File: config.mk
export PLATFORM = sky130hd
export DESIGN_NAME = bw_seq_divider
export DESIGN_NICKNAME = d
export VERILOG_FILES = /design/src/rtl/bw_pkg.sv /design/src/rtl/bw_seq_divider_twos_negate.sv /design/src/rtl/bw_seq_divider.sv
export SDC_FILE = /design/constraint.sdc
export NUM_CORES = 1
export LEC_CHECK = 0
export CORE_ASPECT_RATIO = 0.8
export CORE_MARGIN = 3
export CORE_UTILIZATION = 55
export CTS_BUF_LIST = sky130_fd_sc_hd__clkbuf_4
export DETAILED_ROUTE_END_ITERATION = 10
export DONT_BUFFER_PORTS = 1
export GPL_ROUTABILITY_DRIVEN = 0
export PLACE_DENSITY = 0.66
export SETUP_SLACK_MARGIN = 0.3
export SYNTH_ARGS = -nofsm -noshare
export SYNTH_HDL_FRONTEND = slang
export SYNTH_SLANG_ARGS = --single-unit
File: constraint.sdc
create_clock -name clk -period 2.4 [get_ports clk]
set_input_delay 0.48 -clock clk [delete_from_list [all_inputs] [get_ports clk]]
set_output_delay 0.48 -clock clk [all_outputs]
set_load 0.005 [all_outputs]
File: src/rtl/bw_pkg.sv
// Shared definitions for the Baugh-Wooley arithmetic blocks: FSM states,
// default operand width and a counter-width helper.
package bw_pkg;

    typedef enum logic [1:0] {
        IDLE,
        DIV,
        FIX
    } state_t;

    localparam int BW_N = 5;

    // Minimum bit width able to hold the values 0..n-1 (never less than 1).
    function automatic int clog2(input int n);
        int w;
        w = 1;
        while ((1 << w) < n) w++;
        return w;
    endfunction

endpackage

File: src/rtl/bw_seq_divider_twos_negate.sv
// Conditional two's-complement negation; shared by the divider for operand
// magnitudes and for the final sign fix.
module twos_negate #(
    parameter int n = 5
) (
    input  logic [n-1:0] x,
    input  logic         neg,
    output logic [n-1:0] y
);

    assign y = neg ? (-x) : x;

endmodule

File: src/rtl/bw_seq_divider.sv
// Sequential signed restoring divider, one quotient bit per cycle, n+2 cycles
// per result. Optional macro BW_DIV_SAT_OVF_EN saturates -2^(n-1)/-1 and adds ovf_out.
module bw_seq_divider
    import bw_pkg::*;
#(
    parameter int n = BW_N
) (
    input  logic         clk,
    input  logic         rst,
    input  logic         start_in,
    input  logic [n-1:0] a_in,
    input  logic [n-1:0] b_in,
    output logic         busy_out,
    output logic         done_out,
    output logic [n-1:0] q_out,
    output logic [n-1:0] r_out,
`ifdef BW_DIV_SAT_OVF_EN
    output logic         ovf_out,
`endif
    output logic         dz_out
);

    localparam int CW = clog2(n);

    state_t        state, state_next;
    logic [n-1:0]  a_sh;
    logic [n-1:0]  b_mag;
    logic [n-1:0]  q_mag;
    logic [n-1:0]  r_mag;
    logic          sign_a, sign_b, zero_b;
    logic [CW-1:0] cnt;

    logic [n-1:0]  a_abs, b_abs, q_fix, r_fix;
    logic [n:0]    pr_shift;
    logic [n-1:0]  pr_diff;
    logic          pr_ge;

    twos_negate #(.n(n)) u_neg_a (.x(a_in),  .neg(a_in[n-1]),     .y(a_abs));
    twos_negate #(.n(n)) u_neg_b (.x(b_in),  .neg(b_in[n-1]),     .y(b_abs));
    twos_negate #(.n(n)) u_neg_q (.x(q_mag), .neg(sign_a ^ sign_b), .y(q_fix));
    twos_negate #(.n(n)) u_neg_r (.x(r_mag), .neg(sign_a),        .y(r_fix));

    // The partial remainder stays below |b| <= 2^(n-1), so only the shifted
    // value needs the extra bit; the difference always fits in n bits.
    assign pr_shift = {r_mag, a_sh[n-1]};
    assign pr_ge    = (pr_shift >= {1'b0, b_mag});
    assign pr_diff  = pr_shift[n-1:0] - b_mag;

    assign busy_out = (state != IDLE);

    always_ff @(posedge clk) begin
        if (rst) state <= IDLE;
        else     state <= state_next;
    end

    always_comb begin
        state_next = state;
        case (state)
            IDLE:    if (start_in) state_next = DIV;
            DIV:     if (cnt == '0) state_next = FIX;
            FIX:     state_next = IDLE;
            default: state_next = IDLE;
        endcase
    end

    always_ff @(posedge clk) begin
        if (rst) begin
            a_sh     <= '0;
            b_mag    <= '0;
            q_mag    <= '0;
            r_mag    <= '0;
            sign_a   <= 1'b0;
            sign_b   <= 1'b0;
            zero_b   <= 1'b0;
            cnt      <= '0;
            done_out <= 1'b0;
            q_out    <= '0;
            r_out    <= '0;
            dz_out   <= 1'b0;
`ifdef BW_DIV_SAT_OVF_EN
            ovf_out  <= 1'b0;
`endif
        end else begin
            done_out <= 1'b0;
            case (state)
                IDLE: begin
                    if (start_in) begin
                        a_sh   <= a_abs;
                        b_mag  <= b_abs;
                        sign_a <= a_in[n-1];
                        sign_b <= b_in[n-1];
                        zero_b <= (b_in == '0);
                        q_mag  <= '0;
                        r_mag  <= '0;
                        cnt    <= CW'(n - 1);
                    end
                end
                DIV: begin
                    a_sh  <= a_sh << 1;
                    r_mag <= pr_ge ? pr_diff : pr_shift[n-1:0];
                    q_mag <= {q_mag[n-2:0], pr_ge};
                    cnt   <= cnt - CW'(1);
                end
                FIX: begin
                    done_out <= 1'b1;
                    dz_out   <= zero_b;
`ifdef BW_DIV_SAT_OVF_EN
                    ovf_out  <= 1'b0;
`endif
                    // With b=0 every step subtracts nothing, so r_mag ends as |a|
                    // and the sign fix reproduces the original dividend.
                    if (zero_b) begin
                        q_out <= '1;
                        r_out <= r_fix;
`ifdef BW_DIV_SAT_OVF_EN
                    end else if (sign_a && sign_b && q_mag == {1'b1, {(n-1){1'b0}}}) begin
                        q_out   <= {1'b0, {(n-1){1'b1}}};
                        r_out   <= '0;
                        ovf_out <= 1'b1;
`endif
                    end else begin
                        q_out <= q_fix;
                        r_out <= r_fix;
                    end
                end
                default: ;
            endcase
        end
    end

endmodule

Word-level counts from Yosys, hierarchy flattened --
Index checks and enable logic that the tools add are counted.
Storage, ports and cells: bits in registers 40, latch bits 0, memory bits (writable) 0, ROM bits 0, bits of input ports 13, output and inout bits 13, logic and storage cells 50, memories kept 0
Operators by class: add/subtract/negate cells 6, multiply operators 0, divide/modulo/power cells 0, order comparisons 1, equality and inequality tests 4, shift-type cells 0, muxes and demuxes 17, bitwise operators 1, reduce and logical (&&, ||, !) cells 8
Operators with widths (number):
- 5-bit two-way mux | 8
- 5-bit case mux with 2 select lines | 3
- 5-bit negation | 4
- 6-bit by 5-bit greater-or-equal comparator with 1-bit output | 1
- 3-bit case mux with 2 select lines | 1
- 2-bit AND reduction | 3
- 5-bit logical NOT | 1
- 5-bit subtractor | 1
- 2-bit two-way mux | 2
- 2-bit inequality test, second input constant | 2
- 2-bit case mux with 2 select lines | 1
- 2-bit nonzero test | 2
- 3-bit logical NOT | 1
- 3-bit two-way mux | 1
- 3-bit by 1-bit subtractor with 3-bit output, second input constant | 1
- 2-bit by 1-bit equality test with 1-bit output, second input constant | 1
- 2-bit equality test, second input constant | 1
- 2-bit logical NOT | 1
- 1-bit two-way mux | 1
- 1-bit bitwise XOR | 1

Logic depth before layout (Yosys ltp) --
Gate-level depths: netlist (run 1).
depth in word-level cells 4, depth in mapped cells 8, gate-level depth less buffers 8

By module --
A second synthesis (run 1) with hierarchy kept.
Second synthesis, totals: cells, all modules 275, area, all modules 2225.9 um2
Modules (own cells, without submodules):
- bw_seq_divider | instances 1, cells each 215, area an instance 1780.5 um2, sequential area each 800.8 um2
- twos_negate | instances 4, cells each 15, area an instance 111.4 um2, sequential area each 0.0 um2

Least setup slack after synthesis (run 1) --
No wires, ideal clock.
path type reg-to-reg, from register a_sh[4], to register r_mag[0], library setup time 0.117 ns, data arrival time 1.681 ns, data required time 2.283 ns, slack 0.602 ns, cell stages (with the launch flop) 9, path buffers 0, clock period less this slack 1.798 ns, path through dfxtp_1 > inv_1 > ha_1 > inv_1 > fa_1 > a21oi_1 > o221ai_4 > mux2i_1 > a22o_1
On the way: cells in the longest elaborated chain, start to end 3, elaborated cells between the ends (all ways) 4, those cells by class add/sub: 1; order compare: 1; mux: 2
Ends and longest elaborated chain:
- from (decl) | line bw_seq_divider.sv:26 | logic [n-1:0] a_sh;
- from (signal assigned) | line bw_seq_divider.sv:88 | a_sh <= a_abs;
- from (signal assigned) | line bw_seq_divider.sv:99 | a_sh <= a_sh << 1;
- 5-bit subtractor or 6-bit by 5-bit greater-or-equal comparator with 1-bit output (tied branches) | line bw_seq_divider.sv:47, bw_seq_divider.sv:46
- 5-bit two-way mux * | line bw_seq_divider.sv:100 | r_mag <= pr_ge ? pr_diff : pr_shift[n-1:0];
- 5-bit case mux with 2 select lines * | line bw_seq_divider.sv:85 | case (state)
- to (signal assigned) | line bw_seq_divider.sv:100
- to (decl) | line bw_seq_divider.sv:29 | logic [n-1:0] r_mag;
Mark *: on every way between the ends. The rest lies on a longest branch, timed or not. A chain may end at the register's enable or synchronous reset.

Final worst setup path (run 1) --
from register a_sh[4], to register r_mag[2]
Same word-level chain as after synthesis.

==> metrics.csv, run 1 <==
stage,metric,value,unit
synthesis,ys_seq_elements,40,
placement,port_buffers,0,
clock_tree,cts_sinks,40,
clock_tree,cts_tree,built,
synthesis,synth_warnings,0,
detailed_routing,vias,1585,
status,status,"complete, no violations",
floorplan,core,3540,µm²
clock_tree,clkTransAtPathRegs,0.11,ns
min_path,min-delay-path-class,in -> reg,
global_route,gr-usage-all-layers,18.6,%
placement,dp_slack,0.464,ns
sta,fmax,0.513,GHz
synthesis,synth_cells,240,
critical_path,arrival,2.19,ns
detailed_routing,ant_nets,0,
synthesis,synth_area_leaders,"dfxtp_1 (38%), ha_1 (6.6%), nor2_1 (5.4%)",
power,p_total,1490,µW
clock_tree,clk-insertion-delay-late,0.34,ns
detailed_routing,firstDrtPassIters,4,
detailed_routing,post-route-drc-count,0,
clock_tree,numCtsBuffers,5,
detailed_routing,wire_per_inst,13.6,µm
clock_tree,cts-root-buf,clkbuf_4,
power,seq_power_share,50.1,%
critical_path,critPathLaunchType,register,
min_path,whs_path_depth,1,
cells_and_area,n_antenna_cell,0,
global_route,busiest_layer,met2,
critical_path,crit_required,2.64,ns
clock_tree,ctsResizeCount,0,
synthesis,synth.distinct_cells,42,
power,power.internal,1070,µW
global_route,grt_pass1_wl,6530,µm
clock_tree,hold_buffers,0,
sta,maxSlewHeadroom,69.6,%
placement,place_inst,273,
synthesis,netlist_area,2080,µm²
detailed_routing,drtIter0Drc,72,
cells_and_area,fin_util,61.5,%
sta,finalWorstSetupSlack,0.452,ns
synthesis,yosysMostFrequentCell,dfxtp_1,
sta,drv_slew,0,
sta,fin_crit,1.95,ns
cells_and_area,layout.cells.non_filler,281,
power,power_frac_clock,29.5,%
clock_tree,cts_buffer_depth,2,
detailed_routing,viasPerCell,5.64,
synthesis,synth_top_area_share,38.4,%
floorplan,die-height,61.1,µm
placement,dp_hpwl,2960,µm
sta,setup-violations-final,0,
cells_and_area,syn2layout_area_growth,4.56,%
sta,hold_viol,0,
synthesis,async_flop_share,0,%
sta,rsz0062_at_grt,no,
power,power_leakage,0.000786,µW
synthesis,synth-edff-count,0,
floorplan,ios,26,
power,switching_share,28.0,%
sta,tightest_slew,0.456,ns
floorplan,die_x,74.8,µm
power,p_sw,417,µW
cells_and_area,layout.nets,263,
critical_path,crit_type,reg -> reg,
global_route,antenna_found_initial,0,
critical_path,critPathMaxFanout,8,
floorplan,die_area,4570,µm²
synthesis,avgSynthCellArea,8.69,µm²
cells_and_area,drive_gt1_share,8.79,%
power,p_per_area,684,nW/µm²
synthesis,synth_ff_type,dfxtp_1,
global_route,use_met2,31.5,%
synthesis,ys_top_cells_by_count,"dfxtp_1 (40), nor2_1 (30), nand2_1 (27)",
sta,setup_tns,0,ns
floorplan,initial_core_util,58.8,%
clock_tree,cts_setup_buffers,0,
synthesis,synth_seq_area_share,38.4,%
global_route,grt_pass1_vias,1527,
cells_and_area,filler_cell_count,320,
global_route,met3_usage,5.38,%
detailed_routing,routed_wl,3820,µm
floorplan,rows,19,
global_route,grt_max_degree,37,
sta,fin_crit_sh,81.2,%
global_route,overflow,0,
synthesis,synth_nets,265,
synthesis,yosys.area.top_type,dfxtp_1,
power,vdd_drop_max,426,µV
critical_path,worstRegToRegCells,8,
sta,fin_skew,0.00931,ns
job,cap_violations,0,
clock_tree,htreeDepth,2,
global_route,grt.met1_usage,23.6,%
power,p_comb_share,20.4,%
critical_path,worstSetupEndpointType,register,
## power groups by stage
stage               Combinational (µW)  Sequential [µW]  Clock (µW)
floorplan                          275              749           0
CTS                                308              748         455
global route                       346              755         487
global placement                   295              760           0
detailed placement                 307              763           0
finish                             304              747         440
## layer usage
metal  part of all wire [%]  vias up
li1                       -      822
met2                     45       35
met1                     48      724
met4                   0.71        0
met3                    6.3        4
met5                      0        -
## state kept, by name, indices dropped and copies added, names as in the netlist
name,count
cnt,3
r_out,5
zero_b,1
q_out,5
sign_a,1
r_mag,5
state,2
a_sh,5
dz_out,1
q_mag,5
b_mag,5
sign_b,1
done_out,1
## critical path: stages (launching register included)
cell      delay, ns
dfxtp_1        0.33
inv_1          0.07
ha_1           0.16
inv_1          0.05
fa_1           0.41
a21oi_1        0.27
o221ai_4       0.22
mux2i_1        0.16
a22o_1         0.18
## final timing paths
path                             start                     to  slack [ns]
setup / recovery  a_sh[4]$_SDFFE_PP0P_  r_mag[2]$_SDFFE_PP0P_        0.45
hold / removal                     rst  state[0]$_SDFFE_PP0P_        0.19
setup reg to reg  a_sh[4]$_SDFFE_PP0P_  r_mag[2]$_SDFFE_PP0P_        0.45
hold reg to reg   a_sh[2]$_SDFFE_PP0P_   a_sh[2]$_SDFFE_PP0P_        0.46
## cells by family (layout without fill, tap and decap cells)
logic type | after synthesis | after routing | share of synthesized area [%]
compound gates | 51 | 51 | 18.4
xor+xnor | 14 | 14 | 6.24
fa+ha+maj | 12 | 12 | 7.56
buf+inv | 30 | 29 | 5.94
flops | 40 | 40 | 38.4
mux | 6 | 6 | 2.88
simple gates | 87 | 87 | 20.6
## final cells by class
type	instances	area, µm²	share of cell area (%)
inverters	19	71.3	3.27
well taps	42	52.6	2.41
clock buffers	6	45.0	2.07
clock inverters	2	35.0	1.61
multi-input cells	170	1160	53.2
flip-flops and latches	40	801	36.7
repair buffers	2	15.0	0.689
## cell usage in the layout (no fill, tap or decap), types with 2 or more instances in the layout
cell type  synthesis  final
nand3b_1           2      2
clkbuf_4           0      6
nor3b_4            2      2
nor3_1             2      2
o21ai_1            2      2
nor2_1            30     30
nand3_1            8      8
buf_4              2      2
xnor2_1           11     11
inv_1             19     19
ha_1              11     11
a22oi_1            2      2
xor2_1             2      2
nand2_1           27     27
o31ai_1            3      3
a211oi_1           8      8
mux2i_1            6      6
nand2b_1           4      4
dfxtp_1           40     40
a311oi_1           5      5
o2bb2a_4           2      2
a221oi_1           2      2
a22o_1             2      2
nor2b_1            3      3
a21oi_1           20     20
## per-stage QoR
| stage | hold slack [ns] | cell area (µm²) |
|---|---|---|
| finish | 0.195 | 2180 |
| detailed placement | 0.448 | 2100 |
| CTS | 0.178 | 2180 |
| floorplan | 0.432 | 2080 |
| global placement | 0.435 | 2100 |
| global route | 0.164 | 2180 |
(Power assumes the default switching activity.)
==> inputs of run 2 (changes only) <==
--- a/config.mk
+++ b/config.mk
@@ -12,7 +12,7 @@
 export DETAILED_ROUTE_END_ITERATION = 10
 export DONT_BUFFER_PORTS = 1
 export GPL_ROUTABILITY_DRIVEN = 0
-export PLACE_DENSITY = 0.66
+export PLACE_DENSITY = 0.69
 export SETUP_SLACK_MARGIN = 0.3
 export SYNTH_ARGS = -nofsm -noshare
 export SYNTH_HDL_FRONTEND = slang
==> constraint.sdc (replaced) <==
create_clock -name clk -period 1.75 [get_ports clk]
set_input_delay 0.35 -clock clk [delete_from_list [all_inputs] [get_ports clk]]
set_output_delay 0.35 -clock clk [all_outputs]
set_load 0.005 [all_outputs]
==> metrics.csv, run 2 (synthesis results as in run 1) <==
stage,metric,value,unit
detailed_routing,drtIter0Drc,57,
detailed_routing,post-route-drc-count,0,
power,power.internal,1500,µW
power,vdd_drop_max,564,µV
critical_path,crit_chain,inv_2 -> ha_4 -> inv_2 -> fa_2 -> a21oi_4 -> o221ai_4 -> mux2i_1 -> a22o_1,
critical_path,r2r_slack,-0.05,ns
cells_and_area,syn2layout_area_growth,11.3,%
detailed_routing,ant_nets,0,
power,p_comb_share,23.4,%
placement,dp_hpwl,3060,µm
global_route,grt_pass1_vias,1595,
critical_path,critPathBufInv,2,
floorplan,rows,19,
critical_path,slowest_delay,0.36,ns
global_route,antenna_found_initial,0,
critical_path,critPathMaxFanout,8,
detailed_routing,firstDrtPassIters,4,
clock_tree,cts-root-buf,clkbuf_4,
critical_path,rr_endpoint,r_mag[2]$_SDFFE_PP0P_,
critical_path,critPathLaunchType,register,
sta,drv_slew,0,
floorplan,die_x,74.8,µm
floorplan,initial_core_util,58.8,%
power,power_leakage,0.000848,µW
clock_tree,numCtsBuffers,5,
clock_tree,hold_buffers,0,
critical_path,worstSetupEndpointType,register,
global_route,gr-usage-all-layers,20.7,%
sta,maxSlewHeadroom,73.2,%
power,p_per_area,918,nW/µm²
critical_path,r2r_start,a_sh[4]$_SDFFE_PP0P_,
cells_and_area,mostFrequentLayoutCell,dfxtp_1,
power,seq_power_share,47.9,%
critical_path,arrival,2.05,ns
detailed_routing,wire_per_inst,14.3,µm
detailed_routing,viasPerCell,5.63,
floorplan,die_area,4570,µm²
status,status,"complete, but fails checks",
placement,postPlaceCellArea,2170,µm²
floorplan,ios,26,
clock_tree,clkTransAtPathRegs,0.13,ns
power,p_sw,626,µW
min_path,min-delay-path-class,in -> reg,
global_route,grt_pass1_wl,7090,µm
placement,port_buffers,0,
critical_path,worst_path_most_repeated_cell,inv_2,
clock_tree,cts_tree,built,
placement,dp_slack,-0.0542,ns
sta,finalWorstSetupSlack,-0.0465,ns
detailed_routing,vias,1651,
min_path,min_from,rst,
cells_and_area,filler_cell_count,311,
cells_and_area,final_cell_mix,"dfxtp_1 (36), nor2_1 (30), nand2_1 (27)",
power,power_frac_clock,28.8,%
clock_tree,clk-insertion-delay-late,0.34,ns
cells_and_area,layout.nets,275,
status,failed_checks,setup timing,
sta,rsz0062_at_grt,yes,
cells_and_area,final_area,2320,µm²
clock_tree,htreeDepth,2,
detailed_routing,routed_wl,4180,µm
sta,fmax,0.557,GHz
power,switching_share,29.4,%
sta,fin_crit_sh,103,%
floorplan,die-height,61.1,µm
global_route,grt_max_degree,37,
sta,fin_skew,0.00918,ns
critical_path,slowest_stage,fa_2,
job,cap_violations,0,
sta,hold_viol,0,
clock_tree,cts_buffer_depth,2,
critical_path,crit_required,2.01,ns
min_path,hold_end,state[0]$_SDFFE_PP0P_,
sta,setup-violations-final,2,
critical_path,crit_family,compound AO/OA/AOI/OAI gates,
sta,fin_crit,1.80,ns
min_path,whs_path_depth,1,
global_route,overflow,0,
floorplan,core,3540,µm²
sta,tightest_slew,0.400,ns
clock_tree,cts_sinks,40,
critical_path,worstRegToRegCells,8,
cells_and_area,drive_gt1_share,17.1,%
critical_path,crit_type,reg -> reg,
cells_and_area,n_antenna_cell,0,
[run 2: changes by cell type in the layout (fill, tap and decap cells not counted), sizes merged]
cell,change
buf,+12
clkbuf,-1
clkinv,+1
[run 2: timing repair]
action	4_1_cts	5_1_grt
gates resized for setup	6	5
pin swaps	2	2
endpoints found under the setup margin	10	18
setup buffers	4	1
[run 2: metrics by stage]
stage	hold WS (ns)	std cells	TNS, ns	utilization, %	power (µW)
floorplan	0.432	240	0	-	1410
global placement	0.423	280	0	61.3	1470
detailed placement	0.425	280	-0.0886	61.3	1500
CTS	0.0421	292	-0.00903	65.0	2120
global route	0.0230	293	-0.147	65.5	2250
finish	0.0512	293	-0.0671	65.5	2130
[run 2: power groups by stage]
stage	logic [µW]	clock network, µW	registers, µW
after CTS	482	618	1020
final	498	612	1020
after global routing	553	663	1030
after global placement	438	0	1040
after detailed placement	459	0	1040
after floorplan	386	0	1030
[run 2: final cells by class]
type / count / area [µm²] / share of cell area (%)
multi-input cells: 170 / 1190 / 51.5
flip-flops and latches: 40 / 808 / 34.8
clock inverters: 3 / 42.5 / 1.83
inverters: 19 / 71.3 / 3.07
well taps: 42 / 52.6 / 2.27
clock buffers: 5 / 37.5 / 1.62
repair buffers: 14 / 113 / 4.85
[run 2: layer usage]
metal / GRT usage (%) / vias up / wire length, µm
met5: 0 / - / 0
met4: 8.88 / 0 / 87
met3: 5.87 / 9 / 253
met2: 32.6 / 42 / 1950
met1: 26.6 / 753 / 1890
li1: - / 847 / -
[run 2: how the worst max path moves through the flow]
stage,startpoint,to,slack [ns],cells past startpoint
CTS,a_sh[4]$_SDFFE_PP0P_,r_mag[2]$_SDFFE_PP0P_,-0.009,8
floorplan,a_sh[4]$_SDFFE_PP0P_,r_mag[2]$_SDFFE_PP0P_,0.10,8
finish,a_sh[4]$_SDFFE_PP0P_,r_mag[2]$_SDFFE_PP0P_,-0.05,8
global placement,a_sh[4]$_SDFFE_PP0P_,r_mag[2]$_SDFFE_PP0P_,0.06,8
detailed placement,a_sh[4]$_SDFFE_PP0P_,r_mag[2]$_SDFFE_PP0P_,-0.05,8
global route,a_sh[4]$_SDFFE_PP0P_,r_mag[2]$_SDFFE_PP0P_,-0.07,8
==> inputs of run 3 (changes only) <==
--- a/config.mk
+++ b/config.mk
@@ -7,12 +7,12 @@
 export LEC_CHECK = 0
 export CORE_ASPECT_RATIO = 0.8
 export CORE_MARGIN = 3
-export CORE_UTILIZATION = 55
+export CORE_UTILIZATION = 59
 export CTS_BUF_LIST = sky130_fd_sc_hd__clkbuf_4
 export DETAILED_ROUTE_END_ITERATION = 10
 export DONT_BUFFER_PORTS = 1
 export GPL_ROUTABILITY_DRIVEN = 0
-export PLACE_DENSITY = 0.69
+export PLACE_DENSITY = 0.74
 export SETUP_SLACK_MARGIN = 0.3
 export SYNTH_ARGS = -nofsm -noshare
 export SYNTH_HDL_FRONTEND = slang
==> metrics.csv, run 3 (synthesis results as in run 1) <==
stage,metric,value,unit
sta,fmax,0.578,GHz
critical_path,critPathMaxFanout,8,
clock_tree,cts_buffer_depth,2,
floorplan,rows,18,
detailed_routing,vias,1680,
floorplan,die_area,4290,µm²
cells_and_area,mostFrequentLayoutCell,dfxtp_1,
status,status,"complete, no violations",
floorplan,initial_core_util,64.7,%
detailed_routing,ant_nets,0,
critical_path,r2r_start,a_sh[4]$_SDFFE_PP0P_,
global_route,grt_max_degree,37,
critical_path,worst_path_most_repeated_cell,inv_2,
sta,fin_crit,1.73,ns
sta,fin_crit_sh,98.8,%
detailed_routing,routed_wl,4280,µm
critical_path,r2r_slack,0.02,ns
power,seq_power_share,51.5,%
sta,fin_skew,0.0104,ns
critical_path,worstRegToRegCells,8,
critical_path,crit_cells,8,
placement,dp_hpwl,3200,µm
cells_and_area,final_cell_mix,"dfxtp_1 (36), nor2_1 (30), nand2_1 (27)",
critical_path,slowest_stage,dfxtp_2,
sta,tightest_slew,0.471,ns
global_route,antenna_found_initial,0,
critical_path,critPathBufInv,2,
sta,setup_tns,0,ns
floorplan,core,3220,µm²
critical_path,crit_chain,inv_2 -> ha_4 -> inv_2 -> fa_2 -> a21oi_2 -> o221ai_4 -> mux2i_1 -> a22o_1,
detailed_routing,viasPerCell,5.73,
sta,setup-violations-final,0,
job,cap_violations,0,
critical_path,critPathLaunchType,register,
detailed_routing,firstDrtPassIters,5,
detailed_routing,post-route-drc-count,0,
critical_path,arrival,1.97,ns
floorplan,die_x,72.5,µm
sta,rsz0062_at_grt,yes,
cells_and_area,syn2layout_area_growth,11.0,%
critical_path,crit_family,compound AO/OA/AOI/OAI gates,
clock_tree,cts_tree,built,
clock_tree,clkTransAtPathRegs,0.12,ns
power,power.internal,1370,µW
critical_path,worstSetupEndpointType,register,
sta,drv_slew,0,
cells_and_area,layout.cells.non_filler,293,
power,p_sw,616,µW
placement,place_inst,278,
cells_and_area,drive_gt1_share,18.6,%
global_route,overflow,0,
sta,whs,0.0631,ns
min_path,whs_path_depth,1,
clock_tree,htreeDepth,2,
clock_tree,cts-root-buf,clkbuf_4,
floorplan,die-height,59.2,µm
power,power_frac_clock,22.2,%
power,vdd_drop_max,525,µV
clock_tree,clk-insertion-delay-late,0.34,ns
clock_tree,numCtsBuffers,5,
sta,maxSlewHeadroom,68.5,%
detailed_routing,drtIter0Drc,95,
power,switching_share,31.0,%
clock_tree,hold_buffers,0,
min_path,min-delay-path-class,in -> reg,
global_route,grt_pass1_vias,1699,
power,p_comb_share,26.3,%
power,power_leakage,0.000852,µW
critical_path,slowest_delay,0.34,ns
power,p_per_area,858,nW/µm²
detailed_routing,wire_per_inst,14.6,µm
cells_and_area,layout.nets,277,
clock_tree,cts_sinks,40,
global_route,grt_pass1_wl,7300,µm
global_route,gr-usage-all-layers,21.7,%
cells_and_area,n_antenna_cell,0,
sta,hold_viol,0,
placement,port_buffers,0,
power,p_total,1990,µW
floorplan,ios,26,
critical_path,crit_type,reg -> reg,
critical_path,worstSetupStartpoint,a_sh[4]$_SDFFE_PP0P_,
min_path,min_from,rst,
critical_path,crit_required,1.99,ns
-- run 3: cell count changes in the layout (fill, tap and decap cells not counted), moves of 2 or more --
| cell | change |
|---|---|
| ha_1 | -2 |
| a21oi_2 | +2 |
| ha_4 | +2 |
| buf_4 | +3 |
| clkinv_2 | +2 |
-- run 3: final timing paths --
path	to
worst max-delay path	r_mag[2]$_SDFFE_PP0P_
worst min-delay path	q_out[3]$_SDFFE_PP0P_
worst max register to register	r_mag[2]$_SDFFE_PP0P_
worst min register to register	a_sh[2]$_SDFFE_PP0P_
-- run 3: per-layer routing --
metal	vias up	GRT usage, %	routed length, µm	part of all wire, %
met5	-	0	0	0
met4	0	6.84	89	2.1
met3	12	7.46	320	7.5
met2	52	37.6	1990	46
met1	767	25.5	1890	44
li1	849	-	-	-
-- run 3: power by group through the flow --
stage / Sequential, µW / Clock (µW) / Combinational (µW)
global placement: 1040 / 0 / 441
finish: 1020 / 440 / 523
detailed placement: 1040 / 0 / 467
global route: 1030 / 480 / 575
floorplan: 1030 / 0 / 386
CTS: 1020 / 446 / 517
-- run 3: layout make-up --
| cell class | instances | area [µm²] |
|---|---|---|
| clock inverters | 3 | 13.8 |
| flip-flops and latches | 40 | 806 |
| well taps | 40 | 50.0 |
| repair buffers | 16 | 124 |
| multi-input cells | 170 | 1210 |
| fillers | 244 | 906 |
| clock buffers | 5 | 37.5 |
| inverters | 19 | 71.3 |
-- run 3: what timing repair did --
item                                   CTS  global route
endpoints found under the hold margin    0             0
setup endpoints to repair               11            10
pin swaps                                3             0
gates resized for setup                  6             2
setup buffers                            7             0
-- run 3: through the flow --
step / instance area, µm² / worst slack [ns] / utilization (%)
detailed placement: 2170 / 0.0132 / 67.4
global placement: 2170 / 0.0583 / 67.4
global route: 2310 / -0.0557 / 71.9
finish: 2310 / 0.0212 / 71.9
CTS: 2310 / 0.0375 / 71.7
floorplan: 2100 / 0.102 / -
